### src/rtl/prl_tx_req_arbiter.sv
// rtl/prl_tx_req_arbiter.sv - round-robin arbiter and sequencer for the PRL TX message request port
// Optional WAIT timeout is compiled in when PRL_TX_ARB_TIMEOUT_EN is defined.
module prl_tx_req_arbiter #(
   parameter int          NREQ        = 3,
   parameter logic [15:0] TIMEOUT_CYC = 16'd2000
) (
   input  logic                 clk,
   input  logic                 rst_n,
   input  logic [NREQ-1:0]      req_en,
   input  logic [7*NREQ-1:0]    req_type,
   input  logic [3*NREQ-1:0]    req_sop_type,
   input  logic [5*NREQ-1:0]    req_info,
   input  logic [36*NREQ-1:0]   req_ex_info,
   output logic [NREQ-1:0]      req_ack,
   output logic [1:0]           req_result,
   output logic                 pe2pl_tx_en,
   output logic [6:0]           pe2pl_tx_type,
   output logic [2:0]           pe2pl_tx_sop_type,
   output logic [4:0]           pe2pl_tx_info,
   output logic [35:0]          pe2pl_tx_ex_info,
   input  logic                 pl2pe_tx_ack,
   input  logic [1:0]           pl2pe_tx_result,
   output logic                 arb_busy,
   output logic [1:0]           arb_grant_id
);

   typedef enum logic [1:0] {S_IDLE, S_ISSUE, S_WAIT, S_DONE} state_t;

   if (NREQ < 2 || NREQ > 4) begin : g_bad_nreq
      $error("prl_tx_req_arbiter: NREQ must be in 2..4");
   end
   if (TIMEOUT_CYC == 16'd0) begin : g_bad_timeout
      $error("prl_tx_req_arbiter: TIMEOUT_CYC must be nonzero");
   end

   state_t           state_q, state_d;
   logic             tx_en_q, tx_en_d;
   logic [6:0]       tx_type_q, tx_type_d;
   logic [2:0]       tx_sop_q, tx_sop_d;
   logic [4:0]       tx_info_q, tx_info_d;
   logic [35:0]      tx_ex_info_q, tx_ex_info_d;
   logic [NREQ-1:0]  req_ack_q, req_ack_d;
   logic [1:0]       req_result_q, req_result_d;
   logic             arb_busy_q, arb_busy_d;
   logic [1:0]       arb_grant_id_q, arb_grant_id_d;
   logic [1:0]       last_grant_q, last_grant_d;
`ifdef PRL_TX_ARB_TIMEOUT_EN
   logic [15:0]      cnt_q, cnt_d;
`endif

   logic             pick_vld;
   logic [1:0]       pick_id;
   logic [NREQ-1:0]  grant_onehot;

   // Scan from farthest to nearest so the first set bit after last_grant wins.
   always_comb begin
      pick_vld = 1'b0;
      pick_id  = 2'd0;
      for (int off = NREQ; off >= 1; off--) begin
         if (req_en[(int'(last_grant_q) + off) % NREQ]) begin
            pick_vld = 1'b1;
            pick_id  = 2'((int'(last_grant_q) + off) % NREQ);
         end
      end
   end

   always_comb begin
      grant_onehot = '0;
      for (int i = 0; i < NREQ; i++) begin
         grant_onehot[i] = (arb_grant_id_q == 2'(i));
      end
   end

   always_comb begin
      state_d        = state_q;
      tx_en_d        = 1'b0;
      tx_type_d      = tx_type_q;
      tx_sop_d       = tx_sop_q;
      tx_info_d      = tx_info_q;
      tx_ex_info_d   = tx_ex_info_q;
      req_ack_d      = '0;
      req_result_d   = 2'b00;
      arb_busy_d     = arb_busy_q;
      arb_grant_id_d = arb_grant_id_q;
      last_grant_d   = last_grant_q;
`ifdef PRL_TX_ARB_TIMEOUT_EN
      cnt_d          = cnt_q;
`endif
      case (state_q)
         S_IDLE: begin
            if (pick_vld) begin
               state_d        = S_ISSUE;
               tx_en_d        = 1'b1;
               tx_type_d      = req_type[7*int'(pick_id) +: 7];
               tx_sop_d       = req_sop_type[3*int'(pick_id) +: 3];
               tx_info_d      = req_info[5*int'(pick_id) +: 5];
               tx_ex_info_d   = req_ex_info[36*int'(pick_id) +: 36];
               arb_busy_d     = 1'b1;
               arb_grant_id_d = pick_id;
               last_grant_d   = pick_id;
            end
         end
         S_ISSUE: begin
            state_d = S_WAIT;
`ifdef PRL_TX_ARB_TIMEOUT_EN
            cnt_d   = 16'd0;
`endif
         end
         S_WAIT: begin
            if (pl2pe_tx_ack) begin
               state_d      = S_DONE;
               req_ack_d    = grant_onehot;
               req_result_d = pl2pe_tx_result;
            end
`ifdef PRL_TX_ARB_TIMEOUT_EN
            else if (cnt_q == TIMEOUT_CYC - 16'd1) begin
               state_d      = S_DONE;
               req_ack_d    = grant_onehot;
               req_result_d = 2'b11;
            end else begin
               cnt_d = cnt_q + 16'd1;
            end
`endif
         end
         S_DONE: begin
            state_d      = S_IDLE;
            tx_type_d    = 7'd0;
            tx_sop_d     = 3'd0;
            tx_info_d    = 5'd0;
            tx_ex_info_d = 36'd0;
            arb_busy_d   = 1'b0;
         end
         default: state_d = S_IDLE;
      endcase
   end

   always_ff @(posedge clk or negedge rst_n) begin
      if (!rst_n) begin
         state_q        <= S_IDLE;
         tx_en_q        <= 1'b0;
         tx_type_q      <= 7'd0;
         tx_sop_q       <= 3'd0;
         tx_info_q      <= 5'd0;
         tx_ex_info_q   <= 36'd0;
         req_ack_q      <= '0;
         req_result_q   <= 2'b00;
         arb_busy_q     <= 1'b0;
         arb_grant_id_q <= 2'd0;
         last_grant_q   <= 2'(NREQ - 1);
`ifdef PRL_TX_ARB_TIMEOUT_EN
         cnt_q          <= 16'd0;
`endif
      end else begin
         state_q        <= state_d;
         tx_en_q        <= tx_en_d;
         tx_type_q      <= tx_type_d;
         tx_sop_q       <= tx_sop_d;
         tx_info_q      <= tx_info_d;
         tx_ex_info_q   <= tx_ex_info_d;
         req_ack_q      <= req_ack_d;
         req_result_q   <= req_result_d;
         arb_busy_q     <= arb_busy_d;
         arb_grant_id_q <= arb_grant_id_d;
         last_grant_q   <= last_grant_d;
`ifdef PRL_TX_ARB_TIMEOUT_EN
         cnt_q          <= cnt_d;
`endif
      end
   end

   assign req_ack           = req_ack_q;
   assign req_result        = req_result_q;
   assign pe2pl_tx_en       = tx_en_q;
   assign pe2pl_tx_type     = tx_type_q;
   assign pe2pl_tx_sop_type = tx_sop_q;
   assign pe2pl_tx_info     = tx_info_q;
   assign pe2pl_tx_ex_info  = tx_ex_info_q;
   assign arb_busy          = arb_busy_q;
   assign arb_grant_id      = arb_grant_id_q;

endmodule

### config.mk
export PLATFORM = sky130hd
export DESIGN_NAME = prl_tx_req_arbiter
export DESIGN_NICKNAME = d
export VERILOG_FILES = /design/src/rtl/prl_tx_req_arbiter.sv
export SDC_FILE = /design/constraint.sdc
export NUM_CORES = 1
export LEC_CHECK = 0
export ABC_AREA = 0
export BUFFER_PORTS_ARGS = -buffer_cell sky130_fd_sc_hd__buf_2
export CORE_AREA = 2 2 119 98
export CTS_CLUSTER_DIAMETER = 150
export DETAILED_ROUTE_END_ITERATION = 7
export DIE_AREA = 0 0 121 100
export HOLD_SLACK_MARGIN = 0.12
export PLACE_DENSITY_LB_ADDON = 0.15
export SLEW_MARGIN = 25
export SYNTH_ARGS = -nofsm -noshare
export SYNTH_HDL_FRONTEND = slang
export SYNTH_SLANG_ARGS = --single-unit
### constraint.sdc
create_clock -name clk -period 7.45 [get_ports clk]
set_input_delay 0.3725 -clock clk [delete_from_list [all_inputs] [get_ports clk]]
set_output_delay 0.3725 -clock clk [all_outputs]
set_load 0.005 [all_outputs]
==> flow_summary_export.csv, run 1 <==
group,metric,value,unit
cts,insertion_delay,0.33,ns
global_route,grt_pass1_wl,22700,um
cts,clock-root-buffer,"clkbuf_16",
routing,postRouteAntennaNets,0,
pwr,switching_power,0.00108,W
pwr,power_frac_comb,0.600,
outcome,status,"complete, no violations",
cts,cts_max_path_buffers,2,
yosys,syn-num-nets,657,
worst_setup_path,critPathMaxStageDelay,0.73,ns
global_route,grt_max_degree,105,
global_route,antenna_found_initial,0,
worst_setup_path,cp.required,7.69,ns
sta,max_slew_margin,0.349,
sta,tightest_slew,0.977,ns
yosys,syn_inst,488,
placed_design,dp_hpwl,9780,um
yosys,syn_area,0.00428,sq mm
sta,rsz0062_at_grt,"no",
cts,clkSlewWorstSetupHoldPaths,0.06,ns
cts,cts_resized,0,
run,maxCapViolCount,0,
cts,htree_levels,3,
sta,period_needed,3.54,ns
sta,finalSetupViolCount,0,
yosys,ys_seq_elements,63,
placed_design,io_buffers,220,
global_route,grt_pass1_vias,4538,
worst_setup_path,crit_top_cell,"buf_4",
yosys,ys_types,40,
sta,setup_tns,0,ns
sta,drv_slew,0,
pwr,ir_drop,295,uV
cts,numCtsBuffers,9,
cts,holdBufCountCts,0,
cts,cts_setup_buffers,0,
final_layout,antennaDiodeCount,0,
final_layout,n_fill_cell,1100,
routing,initialDrtViolationCount,340,
worst_setup_path,worstPathCellList,"inv_1 > ha_1 > mux2i_1 > o2bb2ai_4 > buf_4 > o41ai_4 > buf_6 > buf_4 > a22oi_1 > o21ai_1",
yosys,yosysTopAreaCell,"dfrtp_1",
placed_design,dp.cells,809,
pwr,seqPwrFrac,0.226,
final_layout,fin_util,0.514,
yosys,syn_avg_cell_area,8.76,sq um
cts,cts_tree,"done",
global_route,grt-ovfl-total,0,
worst_setup_path,critPathArrivalTime,3.77,ns
worst_setup_path,critPathCaptureType,"flip-flop",
worst_setup_path,reg2reg_depth,10,
yosys,yosysWarnings,0,
pwr,power.internal,0.00124,W
sta,fin_skew,0.0103,ns
floorplanning,die_h,100,um
floorplanning,core,0.0111,sq mm
cts,cts.sink_count,63,
worst_setup_path,critPathTopFamily,"compound AO/OA/AOI/OAI gates",
floorplanning,die_area,0.0121,sq mm
sta,hold_viol,0,
worst_setup_path,rr_endpoint,"pe2pl_tx_type[0]",
hold_path,hold_class,"in2async",
sta,timing.final.crit_share,0.475,
routing,first_pass_iters,5,
global_route,grt.total_usage,0.235,
final_layout,fin_nets,842,
pwr,powerDensity,408,mW/mm^2
worst_setup_path,cp_max_fo,33,
worst_setup_path,r2r_start,"last_grant_q[1]",
yosys,synth.area.top_cells,"dfrtp_1 (36%), a2111oi_0 (10%), a311oi_1 (10%)",
final_layout,area_growth,33.2,%
worst_setup_path,crit_type,"reg2reg",
sta,hold_slack,0.226,ns
routing,wl,14600,um
worst_setup_path,cp-start-kind,"flip-flop",
yosys,ys_seq_area_frac,0.369,
final_layout,instances_no_fill,825,
sta,fmax,283,MHz
floorplanning,num_rows,35,
floorplanning,ios,221,
pwr,swShare,0.467,
routing,detail_route.wl_per_cell,17.7,um
final_layout,drive_gt1_frac,0.378,
yosys,synth_top_area_frac,0.363,
worst_setup_path,worst-path-buf-inv,4,
routing,vias,4759,
routing,drc_errors,0,
floorplanning,die_x,121,um
pwr,p_leak,2.79,nW
routing,vias_per_cell,5.77,
worst_setup_path,crit_slowest_cell,"o41ai_4",
pwr,power.share.clock,0.175,
worst_setup_path,rrSetupSlack,3.91,ns
placed_design,gp_congestion,0.821,
floorplanning,start_util,0.386,
[synth_stat cells]
cell type and count:
a22oi_1 51, nand3b_1 2, or3_1 1, mux2_2 1
nor2b_1 3, or2_2 1, a2111oi_0 51, a21boi_1 1
nor3_1 3, mux2i_1 4, dfstp_2 1, o21ai_0 3
o21ai_2 1, inv_1 57, a311oi_1 51, o211a_1 1
a211oi_1 1, a2111oi_4 1, nand2_1 6, and3_1 2
or2_1 1, nand2b_1 2, o221ai_1 1, o41ai_4 1
nor2_1 55, o31ai_1 1, clkbuf_1 36, o21ai_1 51
buf_2 13, o2bb2ai_4 1, o31ai_2 1, a211o_1 1
dfrtp_1 62, buf_4 1, ha_1 8, a2bb2oi_1 1
nor4b_1 1, buf_6 6, nor3b_1 1, a21oi_1 2
[how the worst max path moves through the flow]
stage / startpoint / to / slack [ns] / cells after the start
2_1_floorplan: last_grant_q[1] / pe2pl_tx_ex_info[15] / 5.09 / 10
3_3_place_gp: arb_grant_id[0] / pe2pl_tx_type[1] / 3.70 / 7
3_5_place_dp: last_grant_q[1] / pe2pl_tx_sop_type[1] / 3.76 / 7
4_1_cts: last_grant_q[1] / pe2pl_tx_ex_info[16] / 3.78 / 7
5_1_grt: last_grant_q[1] / pe2pl_tx_ex_info[29] / 3.64 / 10
6_report: last_grant_q[1] / pe2pl_tx_type[0] / 3.91 / 10
[placed cells by master (no fill, tap or decap), types with 6 or more instances in the layout]
| cell | Yosys | final |
|---|---|---|
| dfrtp_1 | 62 | 62 |
| clkbuf_16 | 0 | 9 |
| buf_2 | 13 | 220 |
| buf_4 | 1 | 7 |
| o21ai_1 | 51 | 50 |
| a22oi_1 | 51 | 51 |
| a311oi_1 | 51 | 51 |
| nor2_1 | 55 | 55 |
| a2111oi_0 | 51 | 51 |
| inv_1 | 57 | 57 |
| nand2_1 | 6 | 6 |
| ha_1 | 8 | 8 |
[layer usage]
metal	up-vias	routed length, um	global-route usage
met5	-	0	0
met4	0	302	0.0742
met2	208	6770	0.384
met1	2277	6450	0.311
li1	2248	-	-
met3	26	1060	0.0506
[logic make-up after synthesis]
logic type,Yosys count,synth area share
AO/OA/AOI/OAI,221,0.402
adder cells (fa/ha/maj),8,0.0234
buffers and inverters,113,0.114
flip-flops,63,0.369
multiplexers,5,0.0120
AND/OR/NAND/NOR,78,0.0790
[registers in the layout, summed over array words and instances (netlist names)]
register / count
pe2pl_tx_type: 7
pe2pl_tx_info: 5
pe2pl_tx_en: 1
pe2pl_tx_sop_type: 3
req_result: 2
arb_busy: 1
last_grant_q: 1
arb_grant_id: 2
req_ack: 3
pe2pl_tx_ex_info: 36
state_q: 2
[cell type report]
type                    count  area, sq um  area share
multi-input cells         312         2240       0.393
flip-flops and latches     63         1580       0.277
repair buffers            230         1200       0.210
clock buffers              11          233      0.0409
inverters                  57          214      0.0376
well taps                 148          185      0.0325
clock inverters             4         47.5     0.00835
[power groups by stage]
stage,logic (W),clock network [W],registers [W]
after detailed placement,0.00139,0,0.000528
after CTS,0.00139,0.000413,0.000524
after global placement,0.00134,0,0.000526
after global routing,0.00155,0.000428,0.000537
after floorplan,0.00102,0,0.000529
final,0.00139,0.000405,0.000524
[per-stage QoR]
stage | total power (W) | setup slack, ns | instance area [sq um]
2_1_floorplan | 0.00155 | 5.09 | 4280
5_1_grt | 0.00251 | 3.64 | 5690
3_5_place_dp | 0.00192 | 3.76 | 5390
6_report | 0.00232 | 3.91 | 5690
3_3_place_gp | 0.00186 | 3.70 | 5370
4_1_cts | 0.00232 | 3.78 | 5670
Power figures use the tool's default switching activity.
==> run 2: changes to the inputs <==
==> constraint.sdc (replaced) <==
create_clock -name clk -period 3.5 [get_ports clk]
set_input_delay 0.175 -clock clk [delete_from_list [all_inputs] [get_ports clk]]
set_output_delay 0.175 -clock clk [all_outputs]
set_load 0.005 [all_outputs]
==> flow_summary_export.csv, run 2 (same netlist as run 1, synthesis figures left out) <==
group,metric,value,unit
sta,period_needed,3.04,ns
sta,drv_slew,0,
pwr,ir_drop,402,uV
cts,htree_levels,3,
pwr,seqPwrFrac,0.223,
floorplanning,core,0.0111,sq mm
pwr,powerDensity,797,mW/mm^2
cts,cts_resized,0,
sta,fin_skew,0.00383,ns
global_route,grt_pass1_wl,23300,um
floorplanning,die_area,0.0121,sq mm
routing,vias,4985,
routing,first_pass_iters,5,
cts,cts_setup_buffers,0,
routing,wl,15000,um
floorplanning,num_rows,35,
final_layout,antennaDiodeCount,0,
worst_setup_path,critPathMaxStageDelay,0.68,ns
worst_setup_path,critPathArrivalTime,3.23,ns
worst_setup_path,cp_max_fo,51,
worst_setup_path,worstPathCellList,"inv_1 > ha_1 > nand3b_1 > o211a_1 > a211o_2 > a311oi_1 > o21ai_1",
final_layout,fin_util,0.564,
cts,cts_tree,"done",
floorplanning,start_util,0.386,
global_route,grt_pass1_vias,4830,
pwr,power.share.clock,0.171,
final_layout,final_cell_mix,"buf_2 (219), dfrtp_1 (62), inv_1 (57), nor2_1 (55), dlygate4sd3_1 (54)",
placed_design,dp_hpwl,9840,um
cts,insertion_delay,0.32,ns
cts,numCtsBuffers,9,
global_route,antenna_found_initial,0,
floorplanning,die_x,121,um
sta,setup_tns,0,ns
sta,max_slew_margin,0.357,
final_layout,largest_reg_flops,36,
worst_setup_path,crit_type,"reg2reg",
pwr,power.internal,0.00268,W
placed_design,io_buffers,220,
routing,detail_route.wl_per_cell,17.0,um
routing,postRouteAntennaNets,0,
sta,hold_slack,0.140,ns
floorplanning,die_h,100,um
hold_path,hold_class,"in2reg",
floorplanning,ios,221,
pwr,p_leak,3.04,nW
sta,hold_viol,0,
worst_setup_path,crit_slowest_cell,"a211o_2",
final_layout,drive_gt1_frac,0.355,
sta,rsz0062_at_grt,"no",
final_layout,instances_no_fill,883,
global_route,grt.total_usage,0.241,
global_route,grt-ovfl-total,0,
placed_design,gp_congestion,0.807,
cts,cts_max_path_buffers,2,
cts,clock-root-buffer,"clkbuf_16",
sta,timing.final.crit_share,0.867,
global_route,grt_max_degree,52,
cts,cts.sink_count,63,
outcome,status,"complete, no violations",
placed_design,dp.cells,815,
sta,tightest_slew,0.965,ns
sta,finalSetupViolCount,0,
worst_setup_path,cp-start-kind,"flip-flop",
routing,drc_errors,0,
worst_setup_path,cp.required,3.70,ns
routing,initialDrtViolationCount,334,
worst_setup_path,critPathCaptureType,"flip-flop",
final_layout,fin_nets,901,
pwr,power_frac_comb,0.606,
cts,clkSlewWorstSetupHoldPaths,0.05,ns
final_layout,final_common_cell,"buf_2",
sta,fmax,329,MHz
pwr,swShare,0.462,
final_layout,area_growth,46.3,%
pwr,switching_power,0.00230,W
run,maxCapViolCount,0,
routing,vias_per_cell,5.65,
## run 2: cell count changes in the layout (fill, tap and decap cells not counted), sizes merged
cell,delta
dlygate4sd3,+54
bufinv,-1
clkinv,-2
buf,+5
clkinvlp,-1
clkbuf,+3
## run 2: worst max-delay path: cells and delay by family, from the launching register on
family                   cells  cell delay, ns
adder cells (fa/ha/maj)      1            0.57
AND/OR/NAND/NOR              1            0.26
AO/OA/AOI/OAI                4            1.46
buffers and inverters        1            0.11
flip-flops                   1            0.46
## run 2: metal layers
layer | GRT usage | vias to the layer above | wire length, um | share of wire
li1 | - | 2363 | - | -
met1 | 0.303 | 2353 | 6280 | 0.42
met2 | 0.401 | 242 | 7230 | 0.48
met3 | 0.0585 | 27 | 1210 | 0.081
met4 | 0.0886 | 0 | 293 | 0.020
met5 | 0 | - | 0 | 0
## run 2: timing repair
action / 4_1_cts / 5_1_grt
setup endpoints to repair: 0 / 0
hold buffers: 54 / 0
hold endpoints to repair: 93 / 0
## run 2: final timing paths
| path | startpoint | endpoint | slack, ns | depth (start not counted) |
|---|---|---|---|---|
| worst min register to register | arb_grant_id[1] | req_ack[0] | 0.51 | 1 |
| min in group asynchronous | rst_n | pe2pl_tx_info[3] | 0.38 | 2 |
| worst max register to register | arb_grant_id[0] | pe2pl_tx_ex_info[29] | 0.46 | 7 |
| max in group asynchronous | rst_n | pe2pl_tx_ex_info[16] | 2.38 | 3 |
| worst min-delay path | pl2pe_tx_ack | req_result[1] | 0.14 | 2 |
| worst max-delay path | arb_grant_id[0] | pe2pl_tx_ex_info[29] | 0.46 | 7 |
## run 2: metrics by stage
step	instance area, sq um	setup WS (ns)	total power (W)
after floorplan	4280	1.14	0.00331
after global placement	5430	0.551	0.00402
final	6250	0.465	0.00499
after CTS	6250	0.445	0.00502
after global routing	6250	0.300	0.00539
after detailed placement	5430	0.495	0.00409
## run 2: power groups by stage
stage                     Combinational (W)  Clock [W]  Sequential (W)
after floorplan                     0.00218          0         0.00113
after global placement              0.00291          0         0.00111
after detailed placement            0.00297          0         0.00112
after CTS                           0.00303   0.000876         0.00111
after global routing                0.00334   0.000910         0.00114
final                               0.00302   0.000854         0.00111
## run 2: area by class of cell
type	instances	area [sq um]
clock buffer	14	284
fill	1013	4830
inverter	57	214
multi-input combinational	312	2240
sequential	63	1580
tap	148	185
timing repair buffer	289	1760
==> run 3: changes to the inputs <==
==> constraint.sdc (replaced) <==
create_clock -name clk -period 3.5 [get_ports clk]
set_input_delay 0.35 -clock clk [delete_from_list [all_inputs] [get_ports clk]]
set_output_delay 0.35 -clock clk [all_outputs]
set_load 0.005 [all_outputs]
==> flow_summary_export.csv, run 3 (same netlist as run 1, synthesis figures left out) <==
group,metric,value,unit
outcome,status,"complete, no violations",
global_route,grt_pass1_wl,22400,um
placed_design,dpl_cell_area,0.00543,sq mm
cts,clock-root-buffer,"clkbuf_16",
final_layout,fin_nets,849,
routing,drc_errors,0,
floorplanning,num_rows,35,
cts,holdBufCountCts,1,
pwr,p_leak,2.81,nW
sta,period_needed,3.04,ns
sta,timing.final.crit_share,0.870,
sta,finalSetupViolCount,0,
floorplanning,die_area,0.0121,sq mm
final_layout,drive_gt1_frac,0.382,
cts,cts_setup_buffers,0,
routing,first_pass_iters,5,
cts,cts_tree,"done",
sta,drv_slew,0,
floorplanning,start_util,0.386,
routing,vias,4703,
final_layout,final_common_cell,"buf_2",
worst_setup_path,reg2reg_depth,7,
pwr,power,0.00488,W
sta,rsz0062_at_grt,"no",
final_layout,largest_reg_flops,36,
routing,wl,14500,um
routing,initialDrtViolationCount,265,
placed_design,dp_hpwl,10100,um
sta,fmax,328,MHz
cts,cts.sink_count,63,
placed_design,gp_congestion,0.798,
run,maxCapViolCount,0,
floorplanning,die_h,100,um
final_layout,antennaDiodeCount,0,
worst_setup_path,cp-start-kind,"flip-flop",
global_route,grt.total_usage,0.233,
cts,numCtsBuffers,9,
pwr,powerDensity,854,mW/mm^2
final_layout,area_growth,33.5,%
worst_setup_path,r2r_start,"arb_grant_id[0]",
routing,vias_per_cell,5.66,
cts,clkSlewWorstSetupHoldPaths,0.05,ns
worst_setup_path,crit_type,"reg2reg",
global_route,grt_pass1_vias,4472,
global_route,antenna_found_initial,0,
sta,tightest_slew,0.965,ns
worst_setup_path,rrSetupSlack,0.46,ns
worst_setup_path,critPathArrivalTime,3.24,ns
global_route,grt_max_degree,52,
sta,setup_tns,0,ns
cts,cts_max_path_buffers,2,
sta,fin_skew,0.00945,ns
sta,max_slew_margin,0.357,
worst_setup_path,worstSetupEndpoint,"pe2pl_tx_ex_info[29]",
worst_setup_path,cp.required,3.70,ns
placed_design,io_buffers,220,
cts,cts_resized,0,
worst_setup_path,critPathCaptureType,"flip-flop",
floorplanning,core,0.0111,sq mm
pwr,ir_drop,485,uV
floorplanning,ios,221,
final_layout,stdcell_area,0.00571,sq mm
worst_setup_path,worstSetupStartpoint,"arb_grant_id[0]",
global_route,grt-ovfl-total,0,
floorplanning,die_x,121,um
cts,htree_levels,3,
worst_setup_path,rr_endpoint,"pe2pl_tx_ex_info[29]",
cts,insertion_delay,0.32,ns
routing,detail_route.wl_per_cell,17.5,um
hold_path,hold_class,"in2reg",
final_layout,final_cell_mix,"buf_2 (220), dfrtp_1 (62), inv_1 (57), nor2_1 (55)",
sta,hold_viol,0,
routing,postRouteAntennaNets,0,
worst_setup_path,cp_max_fo,51,
run 3: cell types whose count changed in the layout (fill, tap and decap cells not counted), sizes merged:
| cell | previous run | this run |
|---|---|---|
| clkbuf | 14 | 13 |
| dlygate4sd3 | 54 | 1 |
| clkinv | 0 | 1 |
| buf | 235 | 236 |
run 3: report_power, final:
group          switching (W)  internal [W]  leakage [nW]
clock               0.000303      0.000509         0.132
sequential          0.000129      0.000983         0.829
combinational        0.00184       0.00111          1.85
total                0.00227       0.00260          2.81
run 3: how the worst min path moves through the flow:
stage | startpoint | slack, ns | depth (start not counted) | to
global route | pl2pe_tx_result[0] | 0.27 | 2 | req_result[0]
detailed placement | rst_n | 0.31 | 1 | pe2pl_tx_info[3]
global placement | rst_n | 0.30 | 1 | pe2pl_tx_info[3]
CTS | req_sop_type[7] | 0.25 | 3 | pe2pl_tx_sop_type[1]
floorplan | rst_n | 0.05 | 0 | arb_busy
finish | req_sop_type[7] | 0.25 | 3 | pe2pl_tx_sop_type[1]
run 3: stage by stage:
step / util / instances / hold slack [ns] / setup slack [ns]
floorplan: - / 488 / 0.0544 / 1.14
global placement: 0.490 / 816 / 0.304 / 0.584
detailed placement: 0.490 / 816 / 0.306 / 0.480
CTS: 0.515 / 831 / 0.246 / 0.462
global route: 0.515 / 831 / 0.265 / 0.277
finish: 0.515 / 831 / 0.251 / 0.455
run 3: critical path, stage by stage (launching register included):
cell	delay, ns
dfrtp_1	0.45
inv_1	0.12
ha_1	0.57
nand3b_1	0.27
o211a_1	0.22
a211o_2	0.70
a311oi_1	0.48
o21ai_1	0.09
run 3: layout make-up:
| cell class | count | area, sq um |
|---|---|---|
| Multi-Input combinational cell | 312 | 2240 |
| Inverter | 57 | 214 |
| Clock buffer | 13 | 260 |
| Fill cell | 1084 | 5370 |
| Tap cell | 148 | 185 |
| Timing Repair Buffer | 237 | 1230 |
| Clock inverter | 1 | 5.00 |
| Sequential cell | 63 | 1580 |
run 3: routing by layer:
layer	part of all wire	vias up	GRT usage	wire length, um
met2	0.49	188	0.397	7170
met4	0.012	0	0.0555	169
met3	0.077	12	0.0597	1110
met5	0	-	0	0
met1	0.42	2243	0.297	6070
li1	-	2260	-	-
